File: config.mk
export PLATFORM = sky130hd
export DESIGN_NAME = alu_share_arbiter
export DESIGN_NICKNAME = d
export VERILOG_FILES = /design/src/rtl/alu_share_arbiter.sv
export SDC_FILE = /design/constraint.sdc
export NUM_CORES = 1
export LEC_CHECK = 0
export ABC_AREA = 1
export CAP_MARGIN = 40
export CORE_AREA = 3 3 286 288
export CTS_BUF_LIST = sky130_fd_sc_hd__clkbuf_8 sky130_fd_sc_hd__clkbuf_16
export DETAILED_ROUTE_END_ITERATION = 6
export DIE_AREA = 0 0 289 291
export SLEW_MARGIN = 25
export SYNTH_ARGS = -nofsm -noshare
export SYNTH_HDL_FRONTEND = slang
export SYNTH_SLANG_ARGS = --single-unit
File: constraint.sdc
create_clock -name clk -period 1.8 [get_ports clk]
set_input_delay 0.54 -clock clk [delete_from_list [all_inputs] [get_ports clk]]
set_output_delay 0.54 -clock clk [all_outputs]
set_load 0.005 [all_outputs]
File: src/rtl/alu_share_arbiter.sv
// -----------------------------------------------------------------------------
// alu_share_arbiter
//   Shares one external combinational ALU between two requesters (port 0: main
//   integer path, port 1: address/branch-target path). Requests use valid/ready
//   with round-robin arbitration. The ALU result is captured into a response
//   register that holds until the consumer accepts it. Back-to-back issue is
//   allowed while the response is being accepted, giving one op per cycle.
//
//   Optional feature macro: ALU_ARB_ILLEGAL_CHK_EN
//     Adds resp_err. An illegal granted control code is still handshaken, but
//     its response is forced to data=0, zero=0, err=1.
//
// Ports
//   clk, rst            clock and synchronous active-high reset
//   reqN_valid/ready    request handshake for requester N (N = 0, 1)
//   reqN_ctrl/rs1/rs2/imm  request payload for requester N
//   alu_ctrl/rs1/rs2/imm   drive to the shared ALU (all-zero when idle)
//   alu_out, alu_zero   result from the shared ALU
//   resp_valid/ready    response handshake
//   resp_id             requester that owns the response
//   resp_data/zero      captured ALU result and zero flag
//   resp_err            (macro only) illegal control code flag
// -----------------------------------------------------------------------------
module alu_share_arbiter #(
  parameter int REG_WIDTH     = 64,
  parameter int ALU_CTRL_BITS = 5
) (
  input  logic                     clk,
  input  logic                     rst,
  input  logic                     req0_valid,
  output logic                     req0_ready,
  input  logic [ALU_CTRL_BITS-1:0] req0_ctrl,
  input  logic [REG_WIDTH-1:0]     req0_rs1,
  input  logic [REG_WIDTH-1:0]     req0_rs2,
  input  logic [REG_WIDTH-1:0]     req0_imm,
  input  logic                     req1_valid,
  output logic                     req1_ready,
  input  logic [ALU_CTRL_BITS-1:0] req1_ctrl,
  input  logic [REG_WIDTH-1:0]     req1_rs1,
  input  logic [REG_WIDTH-1:0]     req1_rs2,
  input  logic [REG_WIDTH-1:0]     req1_imm,
  output logic [ALU_CTRL_BITS-1:0] alu_ctrl,
  output logic [REG_WIDTH-1:0]     alu_rs1,
  output logic [REG_WIDTH-1:0]     alu_rs2,
  output logic [REG_WIDTH-1:0]     alu_imm,
  input  logic [REG_WIDTH-1:0]     alu_out,
  input  logic                     alu_zero,
  output logic                     resp_valid,
  input  logic                     resp_ready,
  output logic                     resp_id,
  output logic [REG_WIDTH-1:0]     resp_data,
`ifdef ALU_ARB_ILLEGAL_CHK_EN
  output logic                     resp_zero,
  output logic                     resp_err
`else
  output logic                     resp_zero
`endif
);

  typedef enum logic {
    IDLE = 1'b0,
    HOLD = 1'b1
  } state_t;

  state_t r_state;
  state_t w_state_next;

  logic                 r_last_grant;
  logic                 r_resp_id;
  logic [REG_WIDTH-1:0] r_resp_data;
  logic                 r_resp_zero;

  // Requests gathered into arrays so the per-port logic is written once.
  logic                     w_req_valid [2];
  logic [ALU_CTRL_BITS-1:0] w_req_ctrl  [2];
  logic [REG_WIDTH-1:0]     w_req_rs1   [2];
  logic [REG_WIDTH-1:0]     w_req_rs2   [2];
  logic [REG_WIDTH-1:0]     w_req_imm   [2];
  logic                     w_ready     [2];

  logic w_can_issue;
  logic w_gnt_valid;
  logic w_gnt_id;
  logic w_issue;

  assign w_req_valid[0] = req0_valid;
  assign w_req_ctrl[0]  = req0_ctrl;
  assign w_req_rs1[0]   = req0_rs1;
  assign w_req_rs2[0]   = req0_rs2;
  assign w_req_imm[0]   = req0_imm;
  assign w_req_valid[1] = req1_valid;
  assign w_req_ctrl[1]  = req1_ctrl;
  assign w_req_rs1[1]   = req1_rs1;
  assign w_req_rs2[1]   = req1_rs2;
  assign w_req_imm[1]   = req1_imm;

  // A slot is free when empty, or when the held response leaves this cycle.
  assign w_can_issue = (r_state == IDLE) | resp_ready;

  // Round-robin: on a tie the port that did not win last time is granted.
  always_comb begin
    w_gnt_valid = 1'b0;
    w_gnt_id    = 1'b0;
    case ({w_req_valid[1], w_req_valid[0]})
      2'b01: begin
        w_gnt_valid = 1'b1;
        w_gnt_id    = 1'b0;
      end
      2'b10: begin
        w_gnt_valid = 1'b1;
        w_gnt_id    = 1'b1;
      end
      2'b11: begin
        w_gnt_valid = 1'b1;
        w_gnt_id    = ~r_last_grant;
      end
      default: begin
        w_gnt_valid = 1'b0;
        w_gnt_id    = 1'b0;
      end
    endcase
  end

  // Reset gates the handshake so nothing is accepted while rst is high.
  assign w_issue = w_can_issue & w_gnt_valid & ~rst;

  genvar gi;
  generate
    for (gi = 0; gi < 2; gi++) begin : g_ready
      assign w_ready[gi] = w_issue & (w_gnt_id == gi[0]);
    end
  endgenerate

  assign req0_ready = w_ready[0];
  assign req1_ready = w_ready[1];

  // Idle ALU inputs are driven to zero so no X reaches the ALU.
  always_comb begin
    alu_ctrl = '0;
    alu_rs1  = '0;
    alu_rs2  = '0;
    alu_imm  = '0;
    if (w_gnt_valid) begin
      alu_ctrl = w_req_ctrl[w_gnt_id];
      alu_rs1  = w_req_rs1[w_gnt_id];
      alu_rs2  = w_req_rs2[w_gnt_id];
      alu_imm  = w_req_imm[w_gnt_id];
    end
  end

  // FSM: state register.
  always_ff @(posedge clk) begin
    if (rst) begin
      r_state <= IDLE;
    end else begin
      r_state <= w_state_next;
    end
  end

  // FSM: next state.
  always_comb begin
    w_state_next = r_state;
    if (w_issue) begin
      w_state_next = HOLD;
    end else if ((r_state == HOLD) && resp_ready) begin
      w_state_next = IDLE;
    end
  end

`ifdef ALU_ARB_ILLEGAL_CHK_EN
  logic r_resp_err;
  logic w_ctrl_legal;
  logic [31:0] w_ctrl_ext;

  // Legal codes: 0-9, 16-24, 30, 31.
  assign w_ctrl_ext   = 32'(alu_ctrl);
  assign w_ctrl_legal = (w_ctrl_ext <= 32'd9) ||
                        ((w_ctrl_ext >= 32'd16) && (w_ctrl_ext <= 32'd24)) ||
                        (w_ctrl_ext == 32'd30) || (w_ctrl_ext == 32'd31);

  always_ff @(posedge clk) begin
    if (rst) begin
      r_last_grant <= 1'b1;
      r_resp_id    <= 1'b0;
      r_resp_data  <= '0;
      r_resp_zero  <= 1'b0;
      r_resp_err   <= 1'b0;
    end else if (w_issue) begin
      r_last_grant <= w_gnt_id;
      r_resp_id    <= w_gnt_id;
      r_resp_data  <= w_ctrl_legal ? alu_out : '0;
      r_resp_zero  <= w_ctrl_legal ? alu_zero : 1'b0;
      r_resp_err   <= ~w_ctrl_legal;
    end
  end

  assign resp_err = r_resp_err;
`else
  always_ff @(posedge clk) begin
    if (rst) begin
      r_last_grant <= 1'b1;
      r_resp_id    <= 1'b0;
      r_resp_data  <= '0;
      r_resp_zero  <= 1'b0;
    end else if (w_issue) begin
      r_last_grant <= w_gnt_id;
      r_resp_id    <= w_gnt_id;
      r_resp_data  <= alu_out;
      r_resp_zero  <= alu_zero;
    end
  end
`endif

  assign resp_valid = (r_state == HOLD);
  assign resp_id    = r_resp_id;
  assign resp_data  = r_resp_data;
  assign resp_zero  = r_resp_zero;

endmodule

Word-level counts from Yosys, hierarchy flattened
Index checks and enable logic that the tools add are counted.

storage, ports and cells
  flip-flop bits (word level) = 68
  bits in latches = 0
  bits in writable memories = 0
  ROM bits = 0
  input port bits = 464
  output and inout port bits = 266
  logic and storage cells = 42
  memories = 0

cells by class
  add/subtract/negate cells = 0
  multiply operators = 0
  div/mod/pow operators = 0
  $lt $le $gt $ge = 1
  equal/unequal tests = 3
  shift-type cells = 0
  multiplexer cells = 20
  bitwise operators = 10
  reduce and logical (&&, ||, !) cells = 3

operators with widths
  kind                                                      count
  2-to-1 mux 64 bit                                         12
  2-to-1 mux 5 bit                                          4
  bitwise AND 1 bit                                         4
  == test 2 bit, second input constant                      2
  inverter 1 bit                                            4
  2-to-1 mux 1 bit                                          3
  OR reduction 3 bit                                        1
  == test 2 x 1 -> 1 bit, second input constant             1
  greater-or-equal comparator 2 bit, second input constant  1
  inverter 1 -> 2 bit                                       1
  case mux 1 bit (2 select lines)                           1
  nonzero test 2 bit                                        1
  logical AND 1 bit                                         1
  bitwise OR 1 bit                                          1

Longest topological paths before layout
  depth in word-level cells = 7
  mapped depth = 8
  gate-level depth less buffers = 6

Worst setup path before layout
Ideal clock, no wire load.

  path kind = input to output
  start = input port req0_valid
  end = output port alu_imm[50]
  arrival time = 1.359 ns
  data required time = 1.260 ns
  path slack = -0.099 ns
  cell stages on the path = 6
  path buffers = 3
  cell sequence = buf_4 -> a21oi_4 -> buf_4 -> buf_4 -> nand2_1 -> o21ai_0

between the ends
  longest elaborated chain between the ends = 7
  elaborated cells between the ends (all ways) = 11

ends and longest elaborated chain
  what                                                  line  source
  from (decl)                                           30    input logic req0_valid,
  == test 2 bit                                         104   case ({w_req_valid[1], w_req_valid[0]})
  case mux 1 bit (2 select lines)                       104
  inverter 1 -> 2 bit (not written as such)             147   alu_imm = w_req_imm[w_gnt_id];
  2-to-1 mux 64 bit (not written as such) (3 in a row)  147
  2-to-1 mux 64 bit (*)                                 143   if (w_gnt_valid) begin
  to (decl)                                             45    output logic [REG_WIDTH-1:0] alu_imm,

Mark *: on every way between the ends. The rest lies on a longest branch, timed or not. The select of a mux whose other input is x is not followed.

Final worst setup path
  start = register r_last_grant
  end = output port alu_ctrl[1]

between the ends
  longest elaborated chain between the ends = 7

ends and longest elaborated chain
  what                                                 line  source
  from (decl)                                          68    logic r_last_grant;
  from (signal assigned)                               206   r_last_grant <= w_gnt_id;
  inverter 1 bit                                       115   w_gnt_id = ~r_last_grant;
  case mux 1 bit (2 select lines)                      104
  inverter 1 -> 2 bit (not written as such)            144   alu_ctrl = w_req_ctrl[w_gnt_id];
  2-to-1 mux 5 bit (not written as such) (3 in a row)  144
  2-to-1 mux 5 bit                                     143
  to (decl)                                            42    output logic [ALU_CTRL_BITS-1:0] alu_ctrl,

No other way between the ends. The select of a mux whose other input is x is not followed.

==> impl_metrics.toml <==
[critical_path]
start_kind = "flip-flop"
end_kind = "output port"
reg2reg_slack_ps = 220
cp_top_family = "buffers and inverters"
cp_cell_sequence = "a21oi_4, buf_4, buf_8, buf_4, buf_16, o21ai_0, dlygate4sd2_1"
critPathBufInv = 5
cp_slowest_cell = "dfxtp_2"
slowest_delay_ps = 340
worst-path-stages = 7
cp.required_ps = 1260
critPathKind = "flip-flop to output port"
path_max_fanout = 11
r2r_cells = 9
crit_arrival_ps = 1930
crit_path_frequent_cell = "buf_4"

[routing]
viasPerCell = 3.526
wl_per_cell_um = 24.16
route.antenna.remaining_nets = 0
drt-initial-drc-count = 233
vias = 10201
drcViolationCount = 0
drt-total-wl_mm = 69.90
firstDrtPassIters = 5

[cells_and_area]
layout-drive-gt1-share_pct = 39.97
nFillCells = 8795
final_common_cell = "clkdlybuf4s50_1"
fin_util_pct = 22.78
mostFrequentLayoutCells = "clkdlybuf4s50_1, nand2_1, buf_2, buf_6, nand2_2"
area_growth_pct = 241.3
fin_nets = 2293
finalNonFillerCells = 2893

[clock_network]
ctsHoldBuffers = 0
clk_latency_ps = 340
clk_pin_slew_ps = 50
clk_path_buf_depth = 2
clock-sinks = 68
cts_root_buffer = "clkbuf_16"
cts-htree-levels = 3
cts_tree = "built"
cts_buffers = 9

[synthesis]
seq_area_frac_synth_pct = 25.77
synthXorXnorAreaFrac_pct = 0
synth_compound_area_share_pct = 25.32
synth_top_family_by_area = "simple AND/OR/NAND/NOR gates"
ys_ff_latch = 68
synth-simple-area-share_pct = 35.05
synthAdderAreaFrac_pct = 0
synthCells = 958
yosysWarnings = 0
synthMuxAreaShare_pct = 0
postSynthNetCount = 1422
syn_avg_cell_area_um2 = 5.514
netlist_area_mm2 = 0.005283
synth_cell_type_count = 17

[sta]
finalHoldWorstSlack_ps = 474.7
rsz0062_at_grt = "yes"
fmax_mhz = 404.9
setup_violations = 199
hold_viol_final = 0
period_minus_slack_ps = 2470
tightest_slew_ps = 527.4
maxSlewViolCount = 0
fin_skew_ps = 4.108
max-slew-margin-rel_pct = 64.84
post-route-period-util_pct = 137.2
setup_slack_ps = -669.8

[pwr]
switching_share_pct = 34.20
combinationalPowerShare_pct = 58.2
p_leak_nw = 7.974
powerDensity_mw_per_mm2 = 475.2
p_clk_share_pct = 22.1
ir_worst_vdd_mv = 0.5123
p_int_mw = 5.636
power.total_mw = 8.566
p_seq_share_pct = 19.7
netSwitchingPower_mw = 2.930

[grt]
antenna_found_initial = 34
grt_max_degree = 68
track_usage_pct = 15.56
first_global_vias = 10208
grt_pass1_wl_mm = 87.95
gr-total-overflow = 0

[placement]
io_buffers = 729
dp_hpwl_mm = 57.42
place_inst = 2716
gp_congestion = 0.8590

[die]
coreArea_mm2 = 0.07913
num_io_pins = 730
die_h_um = 291
row_count = 103
start_util_pct = 6.676
die_x_um = 289
die-area_mm2 = 0.08410

[worst_hold_path]
hold_class = "flip-flop to flip-flop"
worstHoldPathCells = 2

[flow_run]
maxCapViolCount = 0

[outcome]
status = "finished with violations"
failed_checks = "negative setup slack"
-- worst paths after layout --
path | start | endpoint
worst max-delay path | r_last_grant$_SDFFE_PP1P_ | alu_ctrl[1]
worst min-delay path | resp_data[15]$_SDFFE_PP0P_ | resp_data[15]$_SDFFE_PP0P_
worst max register to register | r_last_grant$_SDFFE_PP1P_ | r_last_grant$_SDFFE_PP1P_
worst min register to register | resp_data[15]$_SDFFE_PP0P_ | resp_data[15]$_SDFFE_PP0P_
-- Yosys cell counts, drive strengths merged --
master | number | share of area, %
nand3 | 67 | 6.4
dfxtp | 68 | 26
inv | 70 | 5.0
nor2 | 4 | 0.28
clkbuf | 20 | 1.4
a21oi | 2 | 0.40
buf | 66 | 7.4
nand2 | 398 | 28
o21ai | 263 | 25
-- cells by family after synthesis --
logic type / Yosys count
buffers and inverters: 156
DFF: 68
and+or+nand+nor: 469
AOI/OAI and AO/OA: 265
-- registers in the layout, summed over array words and instances (netlist names) --
name	flops
r_last_grant	1
resp_data	64
resp_id	1
resp_valid	1
resp_zero	1
-- layout make-up --
type | count | area [um2] | area share (%)
Timing Repair Buffer | 946 | 9906 | 54.94
Multi-Input combinational cell | 734 | 4837 | 26.83
Sequential cell | 68 | 1366 | 7.579
Tap cell | 1050 | 1314 | 7.287
Inverter | 70 | 265.3 | 1.471
Clock buffer | 9 | 225.2 | 1.249
Clock inverter | 7 | 92.59 | 0.5136
Antenna cell | 9 | 22.52 | 0.1249
-- power by group through the flow --
stage | clock network (mW) | logic (mW) | registers (mW)
2_1_floorplan | 0 | 0.857 | 1.72
3_3_place_gp | 0 | 3.71 | 1.72
3_5_place_dp | 0 | 3.72 | 1.73
4_1_cts | 1.94 | 4.66 | 1.69
5_1_grt | 1.99 | 5.31 | 1.70
6_report | 1.89 | 4.99 | 1.69
-- layer usage --
metal / wire (um) / GRT usage (%) / share of wire [%] / vias up
met4: 1974 / 4.758 / 2.8 / 22
met3: 7630 / 6.249 / 11 / 89
met1: 25990 / 17.02 / 37 / 4703
met2: 34170 / 27.36 / 49 / 536
li1: - / - / - / 4851
met5: 140 / 0 / 0.20 / -
-- per-stage QoR --
step,area [um2],setup WS (ps),setup TNS [ps]
after floorplan,5384,-80.18,-12950
after global placement,14160,-1587,-259510
after detailed placement,14160,-1596,-261300
after CTS,16860,-664.6,-105360
after global routing,18020,-729.3,-121220
final,18030,-669.8,-105700
-- repair_timing --
item	4_1_cts	5_1_grt
buffers inserted	107	40
cloned	30	3
resized for setup	1302	352
pin swaps	4	6
setup endpoints to repair	319	255
-- worst register-to-register path: cells and delay by family (launching register included) --
family	cells	cell delay [ps]
AO/OA/AOI/OAI	1	250
flip-flops	1	340
AND/OR/NAND/NOR	2	110
buffers and inverters	6	820
Power figures use the tool's default switching activity.
==> variant, RTL diff (same flow settings) <==
Build with the macro `ALU_ARB_ILLEGAL_CHK_EN` defined.
--- a/src/rtl/alu_share_arbiter.sv
+++ b/src/rtl/alu_share_arbiter.sv
@@ -23,2 +23,4 @@
 // -----------------------------------------------------------------------------
+`define ALU_ARB_ILLEGAL_CHK_EN
+
 module alu_share_arbiter #(
Function (old outputs only; new: resp_err): changed (a bounded check fails within 4 cycles, from zero or initial values and one cycle with rst high).
==> variant against the unedited design <==
The run still ends with setup timing left. Area after synthesis rose by 7.3%. Via count rose by 6.9%. Final area rose by 7.3%. Clock skew barely moved. Total power rose by 3.3%. Wire length fell by 8.0%. Cell count rose by 5.8%. Utilization rose by 1.7 points. Worst setup slack improved by 0.12 ns. Sequential cell count rose by 1. Critical path depth rose by 3. Combinational power rose by 4.4%.
==> variant: results (changes against the unedited design) <==
stage,metric,value,unit,change
detailed_routing,dr.pass1.iters,5,,unchanged
power_and_ir_drop,p_seq_frac,0.195,,-0.002
global_routing,grt_pass1_wl,83900,µm,-4.6%
place,placed_area,15200,µm²,+7.1%
synth,synth_nets,1573,,+11%
sta,fin_setup_tns,-104.08,ns,+1.62 ns
cts,cts.clk_slew.worst_paths,0.06,ns,
cts,clockBufferDepth,2,,unchanged
detailed_routing,drt-met1-wl,26400,µm,+1.5%
critical_path,crit_path_max_fanout,6,,-5
synth,synthTopCellsByCount,"nand2_1, nand3_1, inv_1, nor2_1, dfxtp_1",,
detailed_routing,drt_iter0_drc,315,,+35%
cts,htreeDepth,3,,unchanged
final_layout,drive_above_1_share,0.437,,+0.0378
place,dp.cells,2874,,+5.8%
sta,setup_violations,267,,+34%
synth,synth_area_per_cell,5.11,µm²,-7.3%
synth,synthTopCellsByArea,"nand2_1, dfxtp_1, nand3_1",,
sta,tightest_slew,0.527,ns,-0.000247 ns
global_routing,use_met3,0.0598,,-0.00266
critical_path,reg2regPathDepth,16,,+7
power_and_ir_drop,p_comb_frac,0.589,,+0.007
sta,finClkSkew,0.00452,ns,+0.000412 ns
place,globalplace.congestion,0.917,,+6.8%
power_and_ir_drop,comb-power,5.21,mW,+4.4%
critical_path,cpPeakStageDelay,0.36,ns,+0.02 ns
final_layout,fillers,8637,,-1.8%
synth,yosys_warnings,0,,unchanged
global_routing,grt_pass1_vias,10900,,+6.4%
detailed_routing,wl_met2,29200,µm,-15%
critical_path,cp.arrival,1.81,ns,-0.12 ns
run_status,status,"finished, violations left",,
synth,synth_ff_type,dfxtp_1,,
detailed_routing,top_layer_used,met5,,
sta,fin_ws,-0.551,ns,+0.118 ns
global_routing,grt_usage,0.141,,-0.0147
place,hpwl,48000,µm,-16%
detailed_routing,vias_per_cell,3.56,,+1.0%
final_layout,nNetsFinal,2457,,+7.2%
critical_path,reg2reg_from,r_last_grant$_SDFFE_PP1P_,,
synth,ys_types,20,,+3
power_and_ir_drop,cellInternalPower,5.81,mW,+3.0%
global_routing,grt_max_degree,46,,-32%
synth,synth-compound-area-share,0.00177,,-0.251
global_routing,grtUsageMet1,0.173,,+0.00297
global_routing,grt_use_met2,0.229,,-0.0444
power_and_ir_drop,worst_ir_drop_vdd,0.000463,V,-9.7%
global_routing,grt_antenna_before_repair,44,,+29%
synth,seq_area_frac_synth,0.244,,-0.0140
place,pre_cts_slack,-1.27,ns,+0.322 ns
run_status,violations,setup timing,,
power_and_ir_drop,p_leak,9.16,nW,+15%
detailed_routing,wl_per_cell,21.0,µm,-13%
place,portBuffers,730,,+0.14%
detailed_routing,wl_met3,7310,µm,-4.1%
detailed_routing,routed_wl,64300,µm,-8.0%
synth,synth_xor_xnor_area_share,0,,unchanged
worst_hold_path,worstHoldStart,resp_data[9]$_SDFFE_PP0P_,,
[variant: layout make-up]
cell class	count	area (µm²)	share of cell area
Multi-Input combinational cell	877	5800	0.300
Tap cell	1050	1310	0.0679
Antenna cell	12	30.0	0.00155
Sequential cell	69	1380	0.0715
Timing Repair Buffer	959	10200	0.528
Clock inverter	6	68.8	0.00356
Clock buffer	10	239	0.0124
Inverter	77	299	0.0155
[variant: worst paths after layout]
path	endpoint	slack, ns
worst max-delay path	alu_rs1[17]	-0.55
worst min register to register	resp_data[9]$_SDFFE_PP0P_	0.45
worst min-delay path	resp_data[9]$_SDFFE_PP0P_	0.45
worst max register to register	resp_data[14]$_SDFFE_PP0P_	-0.35
[variant: repair_timing]
item                                    in CTS  in global routing
endpoints found under the setup margin     273                285
gates cloned                                35                  8
gates resized for setup                   1184                325
pin swaps                                  109                104
buffers inserted                           111                 27
endpoints found under the hold margin        0                  0
[variant: worst min-delay path, stage by stage (launching register included)]
cell and delay (ns):
dfxtp_1 0.31, nand2_1 0.06, nand2_1 0.05
